$ cat config.mk
export PLATFORM = sky130hd
export DESIGN_NAME = priv_trap_sequencer_flat
export DESIGN_NICKNAME = d
export VERILOG_FILES = /design/src/rtl/priv_trap_sequencer_if.sv /design/src/rtl/priv_trap_sequencer.sv /design/src/flat_wrapper.sv
export SDC_FILE = /design/constraint.sdc
export NUM_CORES = 1
export LEC_CHECK = 0
export BUFFER_PORTS_ARGS = -buffer_cell sky130_fd_sc_hd__buf_2
export CAP_MARGIN = 20
export CORE_AREA = 3 3 123 125
export CTS_CLUSTER_DIAMETER = 200
export CTS_CLUSTER_SIZE = 12
export DETAILED_ROUTE_END_ITERATION = 8
export DIE_AREA = 0 0 126 128
export PLACE_DENSITY = 0.68
export SLEW_MARGIN = 20
export SYNTH_ARGS = -nofsm -noshare
export SYNTH_HDL_FRONTEND = slang
export SYNTH_SLANG_ARGS = --single-unit
export TNS_END_PERCENT = 100
$ cat constraint.sdc
create_clock -name CLK -period 4.3 [get_ports CLK]
set_input_delay 0.86 -clock CLK [delete_from_list [all_inputs] [get_ports CLK]]
set_output_delay 0.86 -clock CLK [all_outputs]
set_load 0.005 [all_outputs]
$ cat src/rtl/priv_trap_sequencer_if.sv
`default_nettype none
`timescale 1ns/1ps
// ============================================================================
// Module   : priv_trap_sequencer_if
// Purpose  : Request/response bundle between the hazard unit / CSR file and
//            the privilege trap sequencer.
// Revision : 1.0 - initial release
// ============================================================================
interface priv_trap_sequencer_if #(
    parameter int WORD_W = 32
);
    logic [8:0]        exc_req;
    logic              exc_is_store;
    logic [1:0]        env_priv;
    logic [2:0]        int_pend;
    logic              int_gen;
    logic              mret;
    logic              sret;
    logic              wfi;
    logic              ex_mem_stall;
    logic              pipe_clear;
    logic [WORD_W-1:0] epc;
    logic [WORD_W-1:0] badaddr;
    logic [WORD_W-1:0] mtvec;
    logic [WORD_W-1:0] mepc;
    logic [WORD_W-1:0] sepc;

    logic              insert_pc;
    logic [WORD_W-1:0] priv_pc;
    logic              intr;
    logic              trap_commit;
    logic              ret_commit;
    logic              ret_is_s;
    logic [WORD_W-1:0] cause;
    logic [WORD_W-1:0] tval;
    logic [WORD_W-1:0] trap_epc;
    logic              wfi_sleep;

    modport master (
        output exc_req, exc_is_store, env_priv, int_pend, int_gen,
               mret, sret, wfi, ex_mem_stall, pipe_clear,
               epc, badaddr, mtvec, mepc, sepc,
        input  insert_pc, priv_pc, intr, trap_commit, ret_commit,
               ret_is_s, cause, tval, trap_epc, wfi_sleep
    );

    modport slave (
        input  exc_req, exc_is_store, env_priv, int_pend, int_gen,
               mret, sret, wfi, ex_mem_stall, pipe_clear,
               epc, badaddr, mtvec, mepc, sepc,
        output insert_pc, priv_pc, intr, trap_commit, ret_commit,
               ret_is_s, cause, tval, trap_epc, wfi_sleep
    );
endinterface
`default_nettype wire

$ cat src/rtl/priv_trap_sequencer.sv
`default_nettype none
`timescale 1ns/1ps
// ============================================================================
// Module   : priv_trap_sequencer
// Purpose  : Prioritises traps/xRET/WFI, drains the pipeline, then issues a
//            one-cycle PC redirect with CSR commit strobes.
//            Optional macro PRIV_VECTORED_TRAP_EN enables vectored interrupts.
// Revision : 1.0 - initial release
// ============================================================================
module priv_trap_sequencer #(
    parameter int WORD_W    = 32,
    parameter int DRAIN_MAX = 31
) (
    input  wire logic            CLK,
    input  wire logic            RST,
    priv_trap_sequencer_if.slave bus
);
    localparam int c_cnt_w = $clog2(DRAIN_MAX + 1);

    typedef enum logic [1:0] {
        ST_IDLE   = 2'd0,
        ST_DRAIN  = 2'd1,
        ST_INSERT = 2'd2,
        ST_SLEEP  = 2'd3
    } state_t;

    state_t              r_state,    w_state_nxt;
    logic [c_cnt_w-1:0]  r_cnt,      w_cnt_nxt;
    logic [WORD_W-1:0]   r_cause,    w_cause_nxt;
    logic [WORD_W-1:0]   r_tval,     w_tval_nxt;
    logic [WORD_W-1:0]   r_epc,      w_epc_nxt;
    logic [WORD_W-1:0]   r_target,   w_target_nxt;
    logic                r_is_trap,  w_is_trap_nxt;
    logic                r_ret_is_s, w_ret_is_s_nxt;

    logic [4:0]          w_exc_code;
    logic [4:0]          w_int_code;
    logic [WORD_W-1:0]   w_base;
    logic [WORD_W-1:0]   w_int_target;
    logic [WORD_W-1:0]   w_int_cause;

    // Lowest-numbered request bit wins; bits 6-8 split on load/store.
    always_comb begin
        w_exc_code = 5'd0;
        if (bus.exc_req[0])      w_exc_code = 5'd3;
        else if (bus.exc_req[1]) w_exc_code = 5'd12;
        else if (bus.exc_req[2]) w_exc_code = 5'd1;
        else if (bus.exc_req[3]) w_exc_code = 5'd2;
        else if (bus.exc_req[4]) w_exc_code = 5'd0;
        else if (bus.exc_req[5]) w_exc_code = 5'd8 + {3'b000, bus.env_priv};
        else if (bus.exc_req[6]) w_exc_code = bus.exc_is_store ? 5'd6  : 5'd4;
        else if (bus.exc_req[7]) w_exc_code = bus.exc_is_store ? 5'd15 : 5'd13;
        else if (bus.exc_req[8]) w_exc_code = bus.exc_is_store ? 5'd7  : 5'd5;
    end

    always_comb begin
        w_int_code = 5'd7;
        if (bus.int_pend[2])      w_int_code = 5'd11;
        else if (bus.int_pend[0]) w_int_code = 5'd3;
    end

    assign w_base      = {bus.mtvec[WORD_W-1:2], 2'b00};
    assign w_int_cause = {1'b1, {(WORD_W-6){1'b0}}, w_int_code};

`ifdef PRIV_VECTORED_TRAP_EN
    assign w_int_target = (bus.mtvec[1:0] == 2'b01)
                        ? w_base + {{(WORD_W-7){1'b0}}, w_int_code, 2'b00}
                        : w_base;
`else
    logic w_unused_mode;
    assign w_unused_mode = &{1'b0, bus.mtvec[1:0]};
    assign w_int_target  = w_base;
`endif

    always_ff @(posedge CLK or posedge RST) begin
        if (RST) begin
            r_state    <= ST_IDLE;
            r_cnt      <= '0;
            r_cause    <= '0;
            r_tval     <= '0;
            r_epc      <= '0;
            r_target   <= '0;
            r_is_trap  <= 1'b0;
            r_ret_is_s <= 1'b0;
        end else begin
            r_state    <= w_state_nxt;
            r_cnt      <= w_cnt_nxt;
            r_cause    <= w_cause_nxt;
            r_tval     <= w_tval_nxt;
            r_epc      <= w_epc_nxt;
            r_target   <= w_target_nxt;
            r_is_trap  <= w_is_trap_nxt;
            r_ret_is_s <= w_ret_is_s_nxt;
        end
    end

    always_comb begin
        w_state_nxt    = r_state;
        w_cnt_nxt      = r_cnt;
        w_cause_nxt    = r_cause;
        w_tval_nxt     = r_tval;
        w_epc_nxt      = r_epc;
        w_target_nxt   = r_target;
        w_is_trap_nxt  = r_is_trap;
        w_ret_is_s_nxt = r_ret_is_s;
        case (r_state)
            ST_IDLE: begin
                if (!bus.ex_mem_stall) begin
                    if (|bus.exc_req) begin
                        w_cause_nxt    = {{(WORD_W-5){1'b0}}, w_exc_code};
                        w_tval_nxt     = bus.badaddr;
                        w_epc_nxt      = bus.epc;
                        w_target_nxt   = w_base;
                        w_is_trap_nxt  = 1'b1;
                        w_ret_is_s_nxt = 1'b0;
                        w_state_nxt    = ST_DRAIN;
                    end else if (bus.int_gen && (|bus.int_pend)) begin
                        w_cause_nxt    = w_int_cause;
                        w_tval_nxt     = '0;
                        w_epc_nxt      = bus.epc;
                        w_target_nxt   = w_int_target;
                        w_is_trap_nxt  = 1'b1;
                        w_ret_is_s_nxt = 1'b0;
                        w_state_nxt    = ST_DRAIN;
                    end else if (bus.mret) begin
                        w_target_nxt   = bus.mepc;
                        w_is_trap_nxt  = 1'b0;
                        w_ret_is_s_nxt = 1'b0;
                        w_state_nxt    = ST_DRAIN;
                    end else if (bus.sret) begin
                        w_target_nxt   = bus.sepc;
                        w_is_trap_nxt  = 1'b0;
                        w_ret_is_s_nxt = 1'b1;
                        w_state_nxt    = ST_DRAIN;
                    end else if (bus.wfi) begin
                        w_state_nxt    = ST_SLEEP;
                    end
                end
            end
            ST_DRAIN: begin
                // The count at exit equals the number of DRAIN cycles spent.
                w_cnt_nxt = r_cnt + 1'b1;
                if (bus.pipe_clear || (r_cnt == c_cnt_w'(DRAIN_MAX - 1))) begin
                    w_state_nxt = ST_INSERT;
                end
            end
            ST_INSERT: begin
                w_cnt_nxt   = '0;
                w_state_nxt = ST_IDLE;
            end
            ST_SLEEP: begin
                // Wake ignores the global enable; only taking the trap needs it.
                if (|bus.int_pend) begin
                    if (bus.int_gen) begin
                        w_cause_nxt    = w_int_cause;
                        w_tval_nxt     = '0;
                        w_epc_nxt      = bus.epc;
                        w_target_nxt   = w_int_target;
                        w_is_trap_nxt  = 1'b1;
                        w_ret_is_s_nxt = 1'b0;
                        w_state_nxt    = ST_DRAIN;
                    end else begin
                        w_state_nxt    = ST_IDLE;
                    end
                end
            end
            default: w_state_nxt = ST_IDLE;
        endcase
    end

    assign bus.intr        = (r_state == ST_DRAIN) || (r_state == ST_INSERT);
    assign bus.insert_pc   = (r_state == ST_INSERT);
    assign bus.trap_commit = (r_state == ST_INSERT) && r_is_trap;
    assign bus.ret_commit  = (r_state == ST_INSERT) && !r_is_trap;
    assign bus.ret_is_s    = (r_state == ST_INSERT) && !r_is_trap && r_ret_is_s;
    assign bus.wfi_sleep   = (r_state == ST_SLEEP);
    assign bus.priv_pc     = r_target;
    assign bus.cause       = r_cause;
    assign bus.tval        = r_tval;
    assign bus.trap_epc    = r_epc;
endmodule
`default_nettype wire

$ cat src/flat_wrapper.sv
// flat-port wrapper written by rule: the top's interface ports become plain ports
module priv_trap_sequencer_flat 
#(
    parameter int WORD_W    = 32,
    parameter int DRAIN_MAX = 31
)
  (CLK, RST, bus_exc_req, bus_exc_is_store, bus_env_priv, bus_int_pend, bus_int_gen, bus_mret, bus_sret, bus_wfi, bus_ex_mem_stall, bus_pipe_clear, bus_epc, bus_badaddr, bus_mtvec, bus_mepc, bus_sepc, bus_insert_pc, bus_priv_pc, bus_intr, bus_trap_commit, bus_ret_commit, bus_ret_is_s, bus_cause, bus_tval, bus_trap_epc, bus_wfi_sleep);
  priv_trap_sequencer_if #(.WORD_W(WORD_W)) bus_i ();
  input  wire logic CLK;
  input  wire logic RST;
  input wire logic [$bits(bus_i.exc_req)-1:0] bus_exc_req;
  input wire logic [$bits(bus_i.exc_is_store)-1:0] bus_exc_is_store;
  input wire logic [$bits(bus_i.env_priv)-1:0] bus_env_priv;
  input wire logic [$bits(bus_i.int_pend)-1:0] bus_int_pend;
  input wire logic [$bits(bus_i.int_gen)-1:0] bus_int_gen;
  input wire logic [$bits(bus_i.mret)-1:0] bus_mret;
  input wire logic [$bits(bus_i.sret)-1:0] bus_sret;
  input wire logic [$bits(bus_i.wfi)-1:0] bus_wfi;
  input wire logic [$bits(bus_i.ex_mem_stall)-1:0] bus_ex_mem_stall;
  input wire logic [$bits(bus_i.pipe_clear)-1:0] bus_pipe_clear;
  input wire logic [$bits(bus_i.epc)-1:0] bus_epc;
  input wire logic [$bits(bus_i.badaddr)-1:0] bus_badaddr;
  input wire logic [$bits(bus_i.mtvec)-1:0] bus_mtvec;
  input wire logic [$bits(bus_i.mepc)-1:0] bus_mepc;
  input wire logic [$bits(bus_i.sepc)-1:0] bus_sepc;
  output wire logic [$bits(bus_i.insert_pc)-1:0] bus_insert_pc;
  output wire logic [$bits(bus_i.priv_pc)-1:0] bus_priv_pc;
  output wire logic [$bits(bus_i.intr)-1:0] bus_intr;
  output wire logic [$bits(bus_i.trap_commit)-1:0] bus_trap_commit;
  output wire logic [$bits(bus_i.ret_commit)-1:0] bus_ret_commit;
  output wire logic [$bits(bus_i.ret_is_s)-1:0] bus_ret_is_s;
  output wire logic [$bits(bus_i.cause)-1:0] bus_cause;
  output wire logic [$bits(bus_i.tval)-1:0] bus_tval;
  output wire logic [$bits(bus_i.trap_epc)-1:0] bus_trap_epc;
  output wire logic [$bits(bus_i.wfi_sleep)-1:0] bus_wfi_sleep;
  assign bus_i.exc_req = bus_exc_req;
  assign bus_i.exc_is_store = bus_exc_is_store;
  assign bus_i.env_priv = bus_env_priv;
  assign bus_i.int_pend = bus_int_pend;
  assign bus_i.int_gen = bus_int_gen;
  assign bus_i.mret = bus_mret;
  assign bus_i.sret = bus_sret;
  assign bus_i.wfi = bus_wfi;
  assign bus_i.ex_mem_stall = bus_ex_mem_stall;
  assign bus_i.pipe_clear = bus_pipe_clear;
  assign bus_i.epc = bus_epc;
  assign bus_i.badaddr = bus_badaddr;
  assign bus_i.mtvec = bus_mtvec;
  assign bus_i.mepc = bus_mepc;
  assign bus_i.sepc = bus_sepc;
  assign bus_insert_pc = bus_i.insert_pc;
  assign bus_priv_pc = bus_i.priv_pc;
  assign bus_intr = bus_i.intr;
  assign bus_trap_commit = bus_i.trap_commit;
  assign bus_ret_commit = bus_i.ret_commit;
  assign bus_ret_is_s = bus_i.ret_is_s;
  assign bus_cause = bus_i.cause;
  assign bus_tval = bus_i.tval;
  assign bus_trap_epc = bus_i.trap_epc;
  assign bus_wfi_sleep = bus_i.wfi_sleep;
  priv_trap_sequencer #(.WORD_W(WORD_W), .DRAIN_MAX(DRAIN_MAX)) u_core (.CLK(CLK), .RST(RST), .bus(bus_i));
endmodule
==> tab_implementation.tex <==
\begin{tabular}{lr}
\hline
Metric & Value \\
\hline
\multicolumn{2}{l}{\textbf{Logic synthesis}} \\
Leading register cell type out of synthesis & sky130\_fd\_sc\_hd\_\_dfrtp\_1 \\
Number of flops mapped to enable cells by yosys & 0 \\
Distinct cell type count of the synthesized netlist & 39 \\
Count of state elements after synthesis & 110 \\
Post-synthesis instance total & 552 \\
Total number of yosys warnings & 0 \\
Post-synthesis average cell area & 9.88 µm² \\
Share of async-settable or async-resettable flops after synthesis & 100\% \\
Post-synthesis cell area & 0.00546 mm² \\
Share of synthesized area occupied by flip-flops and latches & 50.5\% \\
\multicolumn{2}{l}{\textbf{Floorplan}} \\
Effective utilization at floorplan & 39.0\% \\
Ports placed on the boundary & 317 \\
Height of the die & 128 µm \\
Die width & 126 µm \\
Core region area & 0.0140 mm² \\
Die ar. & 0.0161 mm² \\
Std cell rows & 43 \\
\multicolumn{2}{l}{\textbf{Power and ir drop}} \\
Static leakage power & 3.78 nW \\
Ratio of total power to cell area & 665 mW/mm² \\
Maximum vdd drop & 0.295 mV \\
\multicolumn{2}{l}{\textbf{GRT}} \\
Global-route wire length before repair & 23,700 µm \\
Largest net degree at the start of global routing & 111 \\
Leftover overflow at the end of global routing & 0 \\
Number of antenna violations at the first check in global routing & 1 \\
Overall global routing resource usage & 18.0\% \\
Number of global-route vias before repair & 4,755 \\
\multicolumn{2}{l}{\textbf{Critical path}} \\
R2R Path End & u\_core.bus.tval[18] \\
Critical path required time & 4510 ps \\
Setup crit start & bus\_exc\_req[6] \\
Maximum fanout encountered on the critical timing path & 45 \\
Setup Crit Path Kind & primary input to flop \\
Nature of the critical path endpoint & flop \\
Worst reg2reg startpoint & u\_core.r\_state[0] \\
Number of cells on the worst reg-to-reg path & 8 \\
Startpoint kind of the worst setup timing path & primary input \\
Arrival time at the worst endpoint & 3280 ps \\
Setup slack, reg-to-reg & 1750 ps \\
\multicolumn{2}{l}{\textbf{Drt}} \\
First-pass DRT Iterations & 4 \\
Via-to-Cell Ratio & 4.77 \\
Met2 Routed Length & 7160 µm \\
Violation count after the first detailed-routing iteration & 246 \\
DRC Markers & 0 \\
Routed len/inst & 14.7 µm \\
Via count & 4,807 \\
Met3 routed WL & 1250 µm \\
Total wire length after detailed routing & 14,800 µm \\
Post-route met1 wirelength & 6060 µm \\
ANT nets after route & 0 \\
Uppermost signal routing layer after detailed routing & met5 \\
\multicolumn{2}{l}{\textbf{Place}} \\
Buffers on Ports & 287 \\
\# placed instances & 991 \\
RePlAce Congestion & 0.854 \\
Pre-CTS setup slack & 843 ps \\
Estimated wirelength of the detail-placed design & 11,200 µm \\
\multicolumn{2}{l}{\textbf{Timing}} \\
Max Clk Rate & 326 MHz \\
Setup Total Neg Slack & 0 ps \\
Final Max Slew Viols & 0 \\
Least-Margin Pin Slew & 1020 ps \\
Unrepaired setup endpoints after global routing & no \\
Final count of hold timing violations & 0 \\
Max\_slew headroom & 32.3\% \\
Hold Slack & 474 ps \\
Clock period minus final worst setup slack & 3070 ps \\
Setup WS post-layout & 1230 ps \\
Clock tree skew after final layout & 7.71 ps \\
Final number of setup-violating endpoints & 0 \\
Part of the cycle the worst path needs & 71.3\% \\
\multicolumn{2}{l}{\textbf{Layout}} \\
Post-layout net count & 1,012 \\
Number of cells in the finished layout apart from fillers & 1,007 \\
Fill cell count & 1,338 \\
Layout cell share with drive strength beyond 1 & 40.9\% \\
Area Growth Syn to Fin & 32.8\% \\
Number of antenna cells inserted & 0 \\
\multicolumn{2}{l}{\textbf{Clock network}} \\
Clk sink count & 110 \\
Clock slew seen by the registers of the worst setup and hold paths & 80 ps \\
Clock tree from TritonCTS & yes \\
Setup Fix Bufs, Post-CTS & 0 \\
Maximum clock insertion buffer count & 2 \\
Number of clock buffers inserted by TritonCTS & 9 \\
Root buffer selected by CTS & sky130\_fd\_sc\_hd\_\_clkbuf\_16 \\
Count of hold buffers inserted by post-cts repair & 0 \\
Cts repair resizes & 0 \\
Clock latency on the worst-skew pair & 340 ps \\
H-tree depth reported by CTS & 3 \\
\multicolumn{2}{l}{\textbf{Hold path}} \\
Cells on Worst Hold Path & 2 \\
Hold crit path type & flop to flop \\
Worst hold endpoint & u\_core.bus.tval[15] \\
Source of the worst hold timing path & u\_core.bus.tval[15] \\
\multicolumn{2}{l}{\textbf{Outcome}} \\
Result of the run & completed \\
\multicolumn{2}{l}{\textbf{Flow run}} \\
Max-capacitance violation count & 0 \\
\hline
\end{tabular}
## registers in the layout, indices dropped and copies added (netlist names)
register and cells:
u_core.bus.priv_pc 32, u_core.r_state 2, u_core.r_ret_is_s 1, u_core.r_cnt 5
u_core.bus.trap_epc 32, u_core.bus.tval 32, u_core.r_is_trap 1, u_core.bus.cause 5
## worst max-delay path: stages
cell                      delay, ps
sky130_fd_sc_hd__buf_2          120
sky130_fd_sc_hd__nor3_1         570
sky130_fd_sc_hd__nand4_2        490
sky130_fd_sc_hd__o41ai_4        360
sky130_fd_sc_hd__buf_4          300
sky130_fd_sc_hd__buf_4          410
sky130_fd_sc_hd__o21ai_0        150
## synthesized netlist by cell type (3+ instances only)
master,count,share of area [%]
sky130_fd_sc_hd__a21oi_1,39,3.6
sky130_fd_sc_hd__nand2_1,104,7.2
sky130_fd_sc_hd__o21ai_1,29,2.7
sky130_fd_sc_hd__nor2b_1,3,0.34
sky130_fd_sc_hd__buf_6,4,0.83
sky130_fd_sc_hd__nor3_1,35,3.2
sky130_fd_sc_hd__o21ai_0,42,3.9
sky130_fd_sc_hd__o31ai_1,4,0.55
sky130_fd_sc_hd__inv_1,10,0.69
sky130_fd_sc_hd__nor2_1,9,0.62
sky130_fd_sc_hd__dfrtp_1,110,50
sky130_fd_sc_hd__nand3_1,3,0.28
sky130_fd_sc_hd__mux2_1,19,3.9
sky130_fd_sc_hd__ha_1,7,1.6
sky130_fd_sc_hd__buf_4,31,4.3
sky130_fd_sc_hd__buf_1,3,0.21
sky130_fd_sc_hd__buf_2,10,0.92
sky130_fd_sc_hd__mux2_2,16,3.3
sky130_fd_sc_hd__clkbuf_1,16,1.1
sky130_fd_sc_hd__mux2i_1,36,6.6
## layout by cell type (no fill, tap or decap), types with 2 or more instances in the layout
cell type and count:
sky130_fd_sc_hd__clkbuf_16 9, sky130_fd_sc_hd__buf_4 8, sky130_fd_sc_hd__ha_1 7, sky130_fd_sc_hd__conb_1 27
sky130_fd_sc_hd__nand2_1 104, sky130_fd_sc_hd__o31ai_1 4, sky130_fd_sc_hd__inv_1 9, sky130_fd_sc_hd__o21ai_1 28
sky130_fd_sc_hd__nand4_1 2, sky130_fd_sc_hd__clkinvlp_4 2, sky130_fd_sc_hd__o22ai_1 2, sky130_fd_sc_hd__nand3_1 3
sky130_fd_sc_hd__buf_12 2, sky130_fd_sc_hd__nor3_1 35, sky130_fd_sc_hd__dfrtp_1 110, sky130_fd_sc_hd__o21ai_0 42
sky130_fd_sc_hd__nor2_1 9, sky130_fd_sc_hd__nor2b_1 3, sky130_fd_sc_hd__mux2_2 16, sky130_fd_sc_hd__and2_1 2
sky130_fd_sc_hd__a21oi_1 39, sky130_fd_sc_hd__mux2i_1 36, sky130_fd_sc_hd__mux2_1 19, sky130_fd_sc_hd__inv_6 2
sky130_fd_sc_hd__buf_2 287
## metal layers
metal	track usage [%]	vias up
li1	-	2380
met1	22.8	2218
met2	30.2	185
met3	4.58	22
met4	5.87	2
met5	0	-
## cells by family after synthesis
kind of cell | count (synthesis) | share of synthesized area (%)
compound gates | 124 | 12.7
fa+ha+maj | 7 | 1.61
buf+inv | 74 | 8.00
flops | 110 | 50.5
mux | 71 | 13.8
other cells | 1 | 0.0687
simple gates | 165 | 13.3
## through the flow
| stage | instance area, µm² | util [%] | power [mW] |
|---|---|---|---|
| finish | 7240 | 51.8 | 4.82 |
| global route | 7240 | 51.8 | 5.26 |
| CTS | 7240 | 51.8 | 4.89 |
| detailed placement | 6940 | 49.6 | 4.03 |
| global placement | 6940 | 49.6 | 3.95 |
| floorplan | 5550 | - | 3.19 |
## worst max path at each step
stage | end | slack [ps] | depth (start not counted)
2_1_floorplan | u_core.bus.cause[0] | 540 | 1
3_3_place_gp | u_core.r_is_trap | 800 | 5
3_5_place_dp | u_core.bus.priv_pc[31] | 840 | 7
4_1_cts | u_core.bus.priv_pc[31] | 1220 | 7
5_1_grt | u_core.bus.priv_pc[31] | 890 | 7
6_report | u_core.bus.priv_pc[31] | 1230 | 7
## power breakdown
part / internal, mW / total [mW] / switching (mW)
Combinational: 1.00 / 2.17 / 1.17
Clock: 0.471 / 0.857 / 0.386
Sequential: 1.55 / 1.79 / 0.240
Total: 3.02 / 4.82 / 1.80
## cell type report
cell class | count | area [µm²] | share of cell area (%)
clock buffers | 10 | 239 | 3.30
clock inverters | 6 | 67.6 | 0.933
well taps | 180 | 225 | 3.11
flip-flops and latches | 110 | 2750 | 38.0
repair buffers | 297 | 1540 | 21.2
inverters | 10 | 40.0 | 0.553
multi-input cells | 394 | 2380 | 32.9
Note: power is estimated with default switching activity, not from simulation.
